### src/rtl/led_pattern_ctrl.sv
`default_nettype none
// ============================================================================
// Module      : led_pattern_ctrl
// Description : Multi-channel LED pattern engine with a shared tick prescaler.
//               Each channel runs OFF / ON / BLINK / BURST patterns, configured
//               through a valid/ready port with a single staging register.
// Revision    : 1.0 - initial release
// ============================================================================
module led_pattern_ctrl #(
    parameter int N_CH     = 4,
    parameter int CNT_W    = 16,
    parameter int PRESCALE = 1000,
    localparam int CH_W    = (N_CH > 1) ? $clog2(N_CH) : 1
) (
    input  logic             clk,
    input  logic             rst,
    input  logic             cfg_valid,
    output logic             cfg_ready,
    input  logic [CH_W-1:0]  cfg_ch,
    input  logic [1:0]       cfg_mode,
    input  logic [CNT_W-1:0] cfg_on,
    input  logic [CNT_W-1:0] cfg_off,
    input  logic [7:0]       cfg_count,
    output logic [N_CH-1:0]  led,
    output logic [N_CH-1:0]  busy,
    output logic [N_CH-1:0]  done
);

    localparam int         PS_W       = (PRESCALE > 1) ? $clog2(PRESCALE) : 1;
    localparam logic [PS_W-1:0] PS_LAST = PS_W'(PRESCALE - 1);
    localparam logic [1:0] MODE_OFF   = 2'b00;
    localparam logic [1:0] MODE_ON    = 2'b01;
    localparam logic [1:0] MODE_BLINK = 2'b10;

    typedef enum logic [2:0] {
        ST_IDLE  = 3'd0,
        ST_SOLID = 3'd1,
        ST_ON    = 3'd2,
        ST_OFF   = 3'd3,
        ST_DONE  = 3'd4
    } state_t;

    // ------------------------------------------------------------------------
    // Shared prescaler
    // ------------------------------------------------------------------------
    logic [PS_W-1:0] ps_q;
    logic            w_tick;

    assign w_tick = (ps_q == PS_LAST);

    // Free-running base-tick divider; never disturbed by configuration.
    always_ff @(posedge clk) begin
        if (rst) begin
            ps_q <= '0;
        end else if (w_tick) begin
            ps_q <= '0;
        end else begin
            ps_q <= ps_q + PS_W'(1);
        end
    end

    // ------------------------------------------------------------------------
    // Configuration handshake and staging register
    // ------------------------------------------------------------------------
    logic             ready_q;
    logic             stg_vld_q;
    logic [CH_W-1:0]  stg_ch_q;
    logic [1:0]       stg_mode_q;
    logic [CNT_W-1:0] stg_on_q;
    logic [CNT_W-1:0] stg_off_q;
    logic [7:0]       stg_count_q;
    logic             w_accept;

    assign w_accept  = cfg_valid & ready_q;
    assign cfg_ready = ready_q;

    // Capture one request; ready drops for the cycle the staged entry is applied.
    always_ff @(posedge clk) begin
        if (rst) begin
            ready_q     <= 1'b0;
            stg_vld_q   <= 1'b0;
            stg_ch_q    <= '0;
            stg_mode_q  <= MODE_OFF;
            stg_on_q    <= '0;
            stg_off_q   <= '0;
            stg_count_q <= '0;
        end else begin
            ready_q   <= ~w_accept;
            stg_vld_q <= w_accept;
            if (w_accept) begin
                stg_ch_q    <= cfg_ch;
                stg_mode_q  <= cfg_mode;
                // A zero-length phase is stretched to one tick.
                stg_on_q    <= (cfg_on  == '0) ? CNT_W'(1) : cfg_on;
                stg_off_q   <= (cfg_off == '0) ? CNT_W'(1) : cfg_off;
                stg_count_q <= cfg_count;
            end
        end
    end

    // ------------------------------------------------------------------------
    // Per-channel pattern FSMs
    // ------------------------------------------------------------------------
    for (genvar g = 0; g < N_CH; g++) begin : g_ch
        state_t           state_q, state_d;
        logic [CNT_W-1:0] cnt_q, cnt_d;
        logic [CNT_W-1:0] on_len_q, on_len_d;
        logic [CNT_W-1:0] off_len_q, off_len_d;
        logic [7:0]       pulse_q, pulse_d;
        logic             burst_q, burst_d;
        logic             done_ev_q, done_ev_d;
        logic             led_q, busy_q, done_q;
        logic             w_load;

        // Out-of-range channel indices never match, so they are dropped here.
        assign w_load = stg_vld_q && (stg_ch_q == CH_W'(g));

        // Next-state logic: a load always wins over tick-driven progress.
        always_comb begin
            state_d   = state_q;
            cnt_d     = cnt_q;
            on_len_d  = on_len_q;
            off_len_d = off_len_q;
            pulse_d   = pulse_q;
            burst_d   = burst_q;
            done_ev_d = 1'b0;
            if (w_load) begin
                on_len_d  = stg_on_q;
                off_len_d = stg_off_q;
                cnt_d     = stg_on_q;
                pulse_d   = stg_count_q;
                burst_d   = 1'b0;
                case (stg_mode_q)
                    MODE_OFF:   state_d = ST_IDLE;
                    MODE_ON:    state_d = ST_SOLID;
                    MODE_BLINK: state_d = ST_ON;
                    default: begin
                        burst_d = 1'b1;
                        if (stg_count_q == 8'd0) begin
                            state_d   = ST_DONE;
                            done_ev_d = 1'b1;
                        end else begin
                            state_d = ST_ON;
                        end
                    end
                endcase
            end else begin
                case (state_q)
                    ST_IDLE, ST_SOLID, ST_DONE: begin
                        state_d = state_q;
                    end
                    ST_ON: begin
                        if (w_tick) begin
                            if (cnt_q == CNT_W'(1)) begin
                                state_d = ST_OFF;
                                cnt_d   = off_len_q;
                            end else begin
                                cnt_d = cnt_q - CNT_W'(1);
                            end
                        end
                    end
                    ST_OFF: begin
                        if (w_tick) begin
                            if (cnt_q == CNT_W'(1)) begin
                                if (burst_q && (pulse_q == 8'd1)) begin
                                    pulse_d   = 8'd0;
                                    state_d   = ST_DONE;
                                    done_ev_d = 1'b1;
                                end else begin
                                    if (burst_q) begin
                                        pulse_d = pulse_q - 8'd1;
                                    end
                                    state_d = ST_ON;
                                    cnt_d   = on_len_q;
                                end
                            end else begin
                                cnt_d = cnt_q - CNT_W'(1);
                            end
                        end
                    end
                    default: begin
                        state_d = ST_IDLE;
                    end
                endcase
            end
        end

        // State register plus registered output decode one cycle behind.
        always_ff @(posedge clk) begin
            if (rst) begin
                state_q   <= ST_IDLE;
                cnt_q     <= '0;
                on_len_q  <= '0;
                off_len_q <= '0;
                pulse_q   <= '0;
                burst_q   <= 1'b0;
                done_ev_q <= 1'b0;
                led_q     <= 1'b0;
                busy_q    <= 1'b0;
                done_q    <= 1'b0;
            end else begin
                state_q   <= state_d;
                cnt_q     <= cnt_d;
                on_len_q  <= on_len_d;
                off_len_q <= off_len_d;
                pulse_q   <= pulse_d;
                burst_q   <= burst_d;
                done_ev_q <= done_ev_d;
                led_q     <= (state_q == ST_SOLID) || (state_q == ST_ON);
                busy_q    <= burst_q && ((state_q == ST_ON) || (state_q == ST_OFF));
                done_q    <= done_ev_q;
            end
        end

        assign led[g]  = led_q;
        assign busy[g] = busy_q;
        assign done[g] = done_q;
    end

endmodule
`default_nettype wire

### config.mk
export PLATFORM = sky130hd
export DESIGN_NAME = led_pattern_ctrl
export DESIGN_NICKNAME = d
export VERILOG_FILES = /design/src/rtl/led_pattern_ctrl.sv
export SDC_FILE = /design/constraint.sdc
export NUM_CORES = 1
export LEC_CHECK = 0
export CAP_MARGIN = 30
export CORE_AREA = 2 2 226 228
export DETAILED_ROUTE_END_ITERATION = 10
export DIE_AREA = 0 0 228 230
export PLACE_DENSITY = 0.53
export REMOVE_ABC_BUFFERS = 1
export SYNTH_ARGS = -nofsm -noshare
export SYNTH_HDL_FRONTEND = slang
export SYNTH_SLANG_ARGS = --single-unit
export TNS_END_PERCENT = 100
### constraint.sdc
create_clock -name clk -period 2.4 [get_ports clk]
set_clock_uncertainty 0.1 [all_clocks]
set_input_delay 0.72 -clock clk [delete_from_list [all_inputs] [get_ports clk]]
set_output_delay 0.72 -clock clk [all_outputs]
set_load 0.01 [all_outputs]
# Word-level counts from Yosys, hierarchy flattened
# Cells that the tools add are included.
# W data, S select, Z words.
[op_classes] n_addsub=9 multipliers=0 n_div=0 magnitude_cmp=0 n_eq_ne=54 shift=0 muxes=107 bitwise=2 n_reduce_logical=67
[ops] operator="$mux W16" n=26
[ops] operator="$mux W8" n=24
[ops] operator="$pmux W16 S2" n=4
[ops] operator="$mux W3" n=25
[ops] operator="$eq A16 B1 Y1 const B" n=4
[ops] operator="$sub A16 B1 Y16 const B" n=4
[ops] operator="$ne A3 B3 Y1 const B" n=16
[ops] operator="$pmux W3 S3" n=5
[ops] operator="$eq A8 B1 Y1 const B" n=4
[ops] operator="$logic_not A16 Y1" n=2
[ops] operator="$reduce_and A4 Y1" n=8
[ops] operator="$sub A8 B1 Y8 const B" n=4
[ops] operator="$eq A3 B2 Y1 const B" n=8
[ops] operator="$reduce_bool A2 Y1" n=12
[ops] operator="$reduce_bool A3 Y1" n=8
[ops] operator="$mux W1" n=23
[ops] operator="$reduce_and A5 Y1" n=4
[ops] operator="$ne A4 B4 Y1 const B" n=4
[ops] operator="$reduce_or A3 Y1" n=5
[ops] operator="$eq A3 B1 Y1 const B" n=4
[ops] operator="$eq A3 B3 Y1 const B" n=4
[ops] operator="$logic_and A1 B1 Y1" n=12
[ops] operator="$logic_not A3 Y1" n=4
[ops] operator="$add A10 B1 Y10 const B" n=1
[ops] operator="other kinds (10)" n=24
[word_totals] ff_bits=312 latch_bits=0 ram_bits=0 mem_bits_ro=0 input_bits=47 output_inout_bits=13 word_cells=287 n_memories=0

# Depth between registers and ports, before layout
[logic_depth] ltp_word=7 depth_mapped=10 mapped_depth_nobuf=8

# Worst setup path after synthesis
# OpenSTA, ideal clock, no wires.
[synth_path] kind="reg2reg" start="register g_ch[0].cnt_q[0]" end="register g_ch[0].pulse_q[4]" setup_ns=0.074 t_arrival_ns=2.482 t_required_ns=2.226 path_slack_ns=-0.256 stages_incl_launch_ff=9 n_path_buf=1 period_less_slack_ns=2.656 path_cell_list="dfxtp_1 ha_1 or4b_1 buf_2 or4_4 nor2_4 nand3_1 or4_1 a31oi_1"
[synth_between] elab_chain_len=3
[synth_lines] element="start, declared" line="106" source="logic [CNT_W-1:0] cnt_q, cnt_d;"
[synth_lines] element="start signal, assigned" line="203" source="cnt_q <= cnt_d;"
[synth_lines] element="$eq A16 B1 Y1" line="164" source="if (cnt_q == CNT_W'(1)) begin"
[synth_lines] element="$reduce_bool A2 Y1 (no line)"
[synth_lines] element="$reduce_and A4 Y1 (no line)"
[synth_lines] element="end signal, assigned" line="206" source="pulse_q <= pulse_d;"
[synth_lines] element="end, declared" line="109" source="logic [7:0] pulse_q, pulse_d;"
# Every way passes these cells.
# A chain may end at the register's enable or synchronous reset.

# Worst setup path after layout
[layout_path] start="register g_ch[3].cnt_q[7]" end="register g_ch[3].cnt_q[15]"
[layout_between] elab_chain_len=5 elab_cells_between_ends=10 classes_between="add/sub: 1; eq/ne: 2; mux: 6; reduce/logical: 1"
[layout_lines] element="start, declared" line="106"
[layout_lines] element="start signal, assigned" line="203"
[layout_lines] element="$sub A16 B1 Y16 or $eq A16 B1 Y1 (tied branches)"
[layout_lines] element="$mux W16 (on tied branches)" line="164, 154"
[layout_lines] element="$mux W16 (on tied branches)" line="163, 153"
[layout_lines] element="$pmux W16 S2" line="148" source="case (state_q)"
[layout_lines] element="$mux W16" line="127" source="if (w_load) begin"
# Several ways; a longest one is shown, not always the timed one. The select of a mux whose other input is x is not followed.

==> summary.md <==
| Metric | Value |
|---|---|
| CTS tree | `built` |
| Dpl hpwl | `roughly 34,000 um` |
| Fmax | `0.397 GHz` |
| Synth top area share | `42.1%` |
| Minimum clock period | `2.52 ns` |
| Arr. time, crit path | `2.88 ns` |
| Startpoint types | `flip-flop` |
| Diodes inserted | `0` |
| Detailed Routing Iterations Pass 1 | `5` |
| Initial Util | `29.8%` |
| Post-DRT Antenna Nets | `0` |
| CTS buffer count | `37` |
| Max-Cap Viols | `0` |
| Outcome | `finished, violations left` |
| Max_slew headroom | `between 50% and 60%` |
| Die height | `230 um` |
| Top FF cell, synth | `dfxtp_1` |
| Die ar. | `52,400 sq um` |
| Row Count | `82` |
| Root buf cell | `clkbuf_16` |
| Worst Path Required | `2.76 ns` |
| Failing checks | `negative setup slack` |
| FF-to-FF path depth | `8` |
| WL per Instance | `18.5 um` |
| Hold-fix buffers, CTS | `0` |
| Clock buffer depth | `3` |
| Post-route cell area | `19,700 sq um` |
| Worst hold path class | `reg -> reg` |
| Leading area contributor after synthesis | `dfxtp_1` |
| Cell Area, Synth | `14,800 sq um` |
| Highest Signal Layer | `met4` |
| Drt drc | `0` |
| Placed instance area | `17,300 sq um` |
| First-pass GRT wire length | `75,400 um` |
| Ports | `60` |
| Reg-to-reg critical path startpoint | `g_ch[3].cnt_q[7]$_SDFFE_PP0P_` |
| Final slew viol count | `0` |
| Avg Cell Area, Syn | `approximately 8 sq um` |
| Gr ovfl total | `0` |
| Final setup viols | `26` |
| Yosys warnings | `0` |
| Leakage power figure | `7.04 nW` |
| Metal-1 WL | `between 20,000 and 25,000 um` |
| Synth area leaders | `dfxtp_1, nand2_1, a21oi_1, nor2_1, mux2i_1` |
| Initial antenna violation count | `0` |
| Clk sinks | `312` |
| Vias/cell | `5.22` |
| IO Port Bufs | `59` |
| Yosys cell types | `a little under 80` |
| Share of layout cells above drive strength 1 | `21.6%` |
| Vias in the first global route | `13,000` |
| Horiz. Die Dim | `228 um` |
| Worst hold slack | `0.334 ns` |
| RSZ-0062 raised after global routing | `yes` |
| Commonest cells after routing, fill and taps aside | `nand2_1, dfxtp_1, a21oi_1` |
| Via count | `14,200` |
| Final Wtd Congestion | `0.858` |
| Commonest non-fill, non-tap cell in the layout | `nand2_1` |
| CP endpoint | `g_ch[3].cnt_q[15]$_SDFFE_PP0P_` |
| WS Path Type | `reg -> reg` |
| Clock slew at reported path FFs | `0.06 ns` |
| Largest net degree at the start of global routing | `62` |
| Initial DRC count | `1,004` |
| Area grow syn2layout | `32.9%` |
| GRT Total Usage | `18.1%` |
| Worst Setup End Kind | `flip-flop` |
| Nets | `2,081` |
| Worst-Skew Late Latency | `0.56 ns` |
| H-tree depth reported by CTS | `2` |
| Smallest setup slack after layout | `-0.118 ns` |
| Worst-path fanout max | `5` |
| FF-to-FF setup slack | `-0.12 ns` |
| Core box area | `49,900 sq um` |
| Final hold vios | `0` |
| Final worst-path cycle share | `105%` |
| Worst Max-Slew Pin Slew | `0.666 ns` |
| Seq/Total Area, Yosys | `~42%` |
| CP Launch Point | `g_ch[3].cnt_q[7]$_SDFFE_PP0P_` |
| Routed WL | `50,000 um` |
| Async SR Flop Fraction | `0%` |
| Power Density | `608 nW/um^2` |
| Max VDD drop | `~0.45 mV` |
| Met2 WL post-DR | `between 20,000 and 25,000 um` |
| Synth Register Bits | `312` |
| Synthesized instance count | `1,850` |
| Met3 routed WL | `2390 um` |
| Worst R2R End | `g_ch[3].cnt_q[15]$_SDFFE_PP0P_` |
| EDFF count, synth | `0` |
[metrics by stage]
step	utilization, %	worst slack, ns	std cells	setup TNS, ns	power [mW]
2_1_floorplan	-	-1.84	1704	-130.85	5.80
6_report	39.6	-0.118	2711	-1.34	12.0
3_5_place_dp	34.6	-0.252	2612	-5.66	6.29
5_1_grt	39.6	-0.185	2711	-5.88	12.4
3_3_place_gp	34.6	-0.212	2612	-3.88	6.29
4_1_cts	37.5	-0.116	2683	-0.781	12.0
[cells in the mapped netlist (all sizes together), types with 32 or more instances]
cell type and instances:
a21oi 191, a22o 44, a311oi 49, buf 32
clkbuf 114, dfxtp 312, mux2i 45, nand2 364
nand3 82, nor2 135, nor3 49, nor4 35
o21ai 43
[routing by layer]
metal | GRT usage [%] | vias up
met5 | 0 | -
met4 | 4.86 | 0
met3 | 2.42 | 67
met2 | 28.6 | 354
met1 | 25.7 | 6781
li1 | - | 6955
[final cells by class]
cell class	count	area (sq um)
multi-input combinational	1372	8720
clock buffer	51	1080
sequential	312	6250
timing repair buffer	271	2610
clock inverter	10	131
tap	672	841
fill	5081	30100
inverter	23	88.8
[registers in the layout, summed over array words and instances (netlist names), 4 cells and up]
| signal | cells |
|---|---|
| g_ch.led_q | 4 |
| g_ch.busy_q | 4 |
| g_ch.off_len_q | 64 |
| g_ch.done_ev_q | 4 |
| g_ch.on_len_q | 64 |
| stg_count_q | 8 |
| g_ch.burst_q | 4 |
| stg_on_q | 16 |
| g_ch.done_q | 4 |
| g_ch.cnt_q | 64 |
| g_ch.state_q | 12 |
| stg_off_q | 16 |
| ps_q | 10 |
| g_ch.pulse_q | 32 |
[logic make-up after synthesis]
kind of cell,Yosys count,share of synthesized area [%]
AND/OR/NAND/NOR,797,25.4
AO/OA/AOI/OAI,447,19.5
flip-flops,312,42.1
buffers and inverters,169,4.71
XOR/XNOR,56,3.30
multiplexers,52,3.56
adder cells (fa/ha/maj),17,1.43
[power breakdown]
| group | leakage [nW] | switching, mW | total [mW] | internal, mW |
|---|---|---|---|---|
| clock | 0.597 | 2.26 | 5.71 | 3.45 |
| combinational | 3.92 | 0.489 | 0.908 | 0.419 |
| sequential | 2.52 | 0.125 | 5.37 | 5.25 |
[repair_timing]
item,4_1_cts,5_1_grt
cloned,0,9
endpoints found under the setup margin,68,91
gates resized for setup,43,172
pin swaps,28,57
setup buffers,10,23
[worst min path at each step]
stage | startpoint | end | slack (ns) | cells past startpoint
finish | g_ch[2].done_ev_q$_SDFF_PP0_ | g_ch[2].done_q$_SDFF_PP0_ | 0.33 | 1
global route | g_ch[2].done_ev_q$_SDFF_PP0_ | g_ch[2].done_q$_SDFF_PP0_ | 0.35 | 1
CTS | g_ch[2].done_ev_q$_SDFF_PP0_ | g_ch[2].done_q$_SDFF_PP0_ | 0.34 | 1
detailed placement | g_ch[2].done_ev_q$_SDFF_PP0_ | g_ch[2].done_q$_SDFF_PP0_ | 0.33 | 1
global placement | g_ch[2].done_ev_q$_SDFF_PP0_ | g_ch[2].done_q$_SDFF_PP0_ | 0.33 | 1
floorplan | g_ch[0].done_ev_q$_SDFF_PP0_ | g_ch[0].done_q$_SDFF_PP0_ | 0.31 | 1
[worst max-delay path, cell delays in order (launching register included)]
cell and delay (ns):
dfxtp_2 0.31, or4_4 0.53, or4_4 0.50, buf_4 0.17, buf_6 0.11, or3_1 0.32, nand3_1 0.09, nand2_1 0.06
a311oi_1 0.24
Power figures use the tool's default switching activity.
==> variant: new RTL, same flow settings <==
Encoding of `state_t`: now one-hot (5 bits for 5 states).
--- a/src/rtl/led_pattern_ctrl.sv
+++ b/src/rtl/led_pattern_ctrl.sv
@@ -32,12 +32,12 @@
     localparam logic [1:0] MODE_ON    = 2'b01;
     localparam logic [1:0] MODE_BLINK = 2'b10;
 
-    typedef enum logic [2:0] {
-        ST_IDLE  = 3'd0,
-        ST_SOLID = 3'd1,
-        ST_ON    = 3'd2,
-        ST_OFF   = 3'd3,
-        ST_DONE  = 3'd4
+    typedef enum logic [4:0] {
+        ST_IDLE  = 5'b00001,
+        ST_SOLID = 5'b00010,
+        ST_ON    = 5'b00100,
+        ST_OFF   = 5'b01000,
+        ST_DONE  = 5'b10000
     } state_t;
 
     // ------------------------------------------------------------------------
Formal check against the unedited RTL: same outputs for any inputs over 4 cycles, from zero or initial values and one cycle with rst high; so few cycles prove little.
==> variant against the original RTL <==
  * The flow still finishes with violations (setup timing)
  * Power up 4.2%
  * Sequential power grew 4.1%
  * Area after synthesis rose by 3.4%
  * Combinational power rose by 28%
  * Routed wire length increased by 3.8%
  * First-iteration DRC count down 1.1%
  * Worst setup slack better by 41 ps
  * Final cell count grew 4.6%
  * Sequential cell count increased by 8
  * Design area is 0.12% higher
  * Largest cell class unchanged
==> variant: results (changes against the original RTL) <==
- Post-CTS Repair Setup Buffers: 3 (-7)
- Capture endpoint of the worst hold path: g_ch[1].done_q
- Average wire per standard cell: 18.3 um (-0.77%)
- Multiplexer fraction of the synthesized cell area: 0.0262 (-0.00941)
- Hold Crit Class: flip-flop to flip-flop
- DP Worst Slack: -291 ps (-39.2 ps)
- Share of the yosys chip area belonging to registers: 0.417 (-0.00352)
- Setup crit end: g_ch[3].state_q[2]
- Fraction of layout instances using a drive strength above 1: 0.173 (-0.0430)
- Setup total negative slack: -857 ps (+479 ps)
- Final Worst Setup Slack: -76.1 ps (+41.5 ps)
- Post-synthesis share of cell area spent on full adders, half adders and majority gates: 0.0139 (-0.000475)
- Largest net degree at the start of global routing: 61 (-1.6%)
- First-pass GRT wire length: 81.5 mm (+8.0%)
- Transition time at the pin with the least slew margin: 843 ps (+177 ps)
- Resized cells post-CTS: 34 (-21%)
- Post-synthesis compound-gate area fraction: 0.209 (+0.0140)
- Pleak: 0.00718 uW (+1.9%)
- CTS root buffer: sky130_fd_sc_hd__clkbuf_16
- Cells after DPL: 2761 (+5.7%)
- Nets@finish: 2204 (+5.9%)
- HP Start: g_ch[1].done_ev_q
- Peak per-stage delay on the critical path: 590 ps (+60 ps)
- Main area contributors after synthesis: sky130_fd_sc_hd__dfxtp_1 (42%), sky130_fd_sc_hd__nand2_1 (11%), sky130_fd_sc_hd__a21oi_1 (7.1%), sky130_fd_sc_hd__nor2_1 (4.2%), sky130_fd_sc_hd__clkbuf_1 (2.6%)
- Critical path origin: g_ch[3].cnt_q[12]
- DRT iter0 DRCs: 993 (-1.1%)
- Count of endpoints failing setup in the final report: 23 (-12%)
- Via count of the first global-routing pass: 14300 (+9.9%)
- Post-detailed-placement cell area: 17900 um^2 (+4.0%)
- Detailed-routing iteration count for the pre-antenna-repair pass: 6 (+1)
- HPWL after DPL: 35.5 mm (+3.4%)
- List of most frequent post-synthesis cells: sky130_fd_sc_hd__nand2_1 (432), sky130_fd_sc_hd__dfxtp_1 (320), sky130_fd_sc_hd__a21oi_1 (218)
- Overall Global Routing Usage: 0.194 (+0.0130)
- Vias after detailed routing: 14900 (+5.2%)
- Failing checks: setup timing
- Number of cells on the worst reg-to-reg path: 7 (-1)
- Final WL: 52.0 mm (+3.8%)
- Dominant register cell in the synthesized netlist: sky130_fd_sc_hd__dfxtp_1
- Result of the run: complete, but fails checks
- Gate count after technology mapping: 1969 (+6.4%)
- Xor/xnor share of the synthesized area: 0.0319 (-0.00110)
- Number of antenna violations at the first check in global routing: 0 (unchanged)
- Tightest hold margin: 349 ps (+16.0 ps)
- Worst VDD drop: 395 uV (-12%)
- Clock latency on the worst-skew pair: 560 ps (about the same)
- RD Place Congestion: 0.857 (about the same)
- Peak fanout along the critical path: 5 (unchanged)
- Critical Path AT: 2810 ps (-70 ps)
-- variant: cells by family (layout without fill, tap and decap cells) --
logic type	count (synthesis)	count (layout)
adders and majority gates	17	17
muxes	40	40
buffers and inverters	172	367
DFF	320	320
xor gates and xnor gates	56	56
and+or+nand+nor	861	862
AOI/OAI and AO/OA	503	503
-- variant: power breakdown --
part	internal, uW	switching [uW]	leakage, uW
logic	552	609	0.00399
clock network	3410	2340	0.000600
registers	5410	176	0.00259
-- variant: metal layers --
metal,global-route usage,wire length [um],vias up
li1,-,-,7306
met1,0.255,23600,7131
met2,0.321,24200,372
met3,0.0269,2390,87
met4,0.0743,1730,0
met5,0,0,-
-- variant: final cells by class --
class                      count  area (um^2)
fill                        5154        30100
multi-input combinational   1478         8780
sequential                   320         6410
timing repair buffer         275         2400
clock buffer                  55         1110
tap                          672          841
clock inverter                 9          105
inverter                      28          105
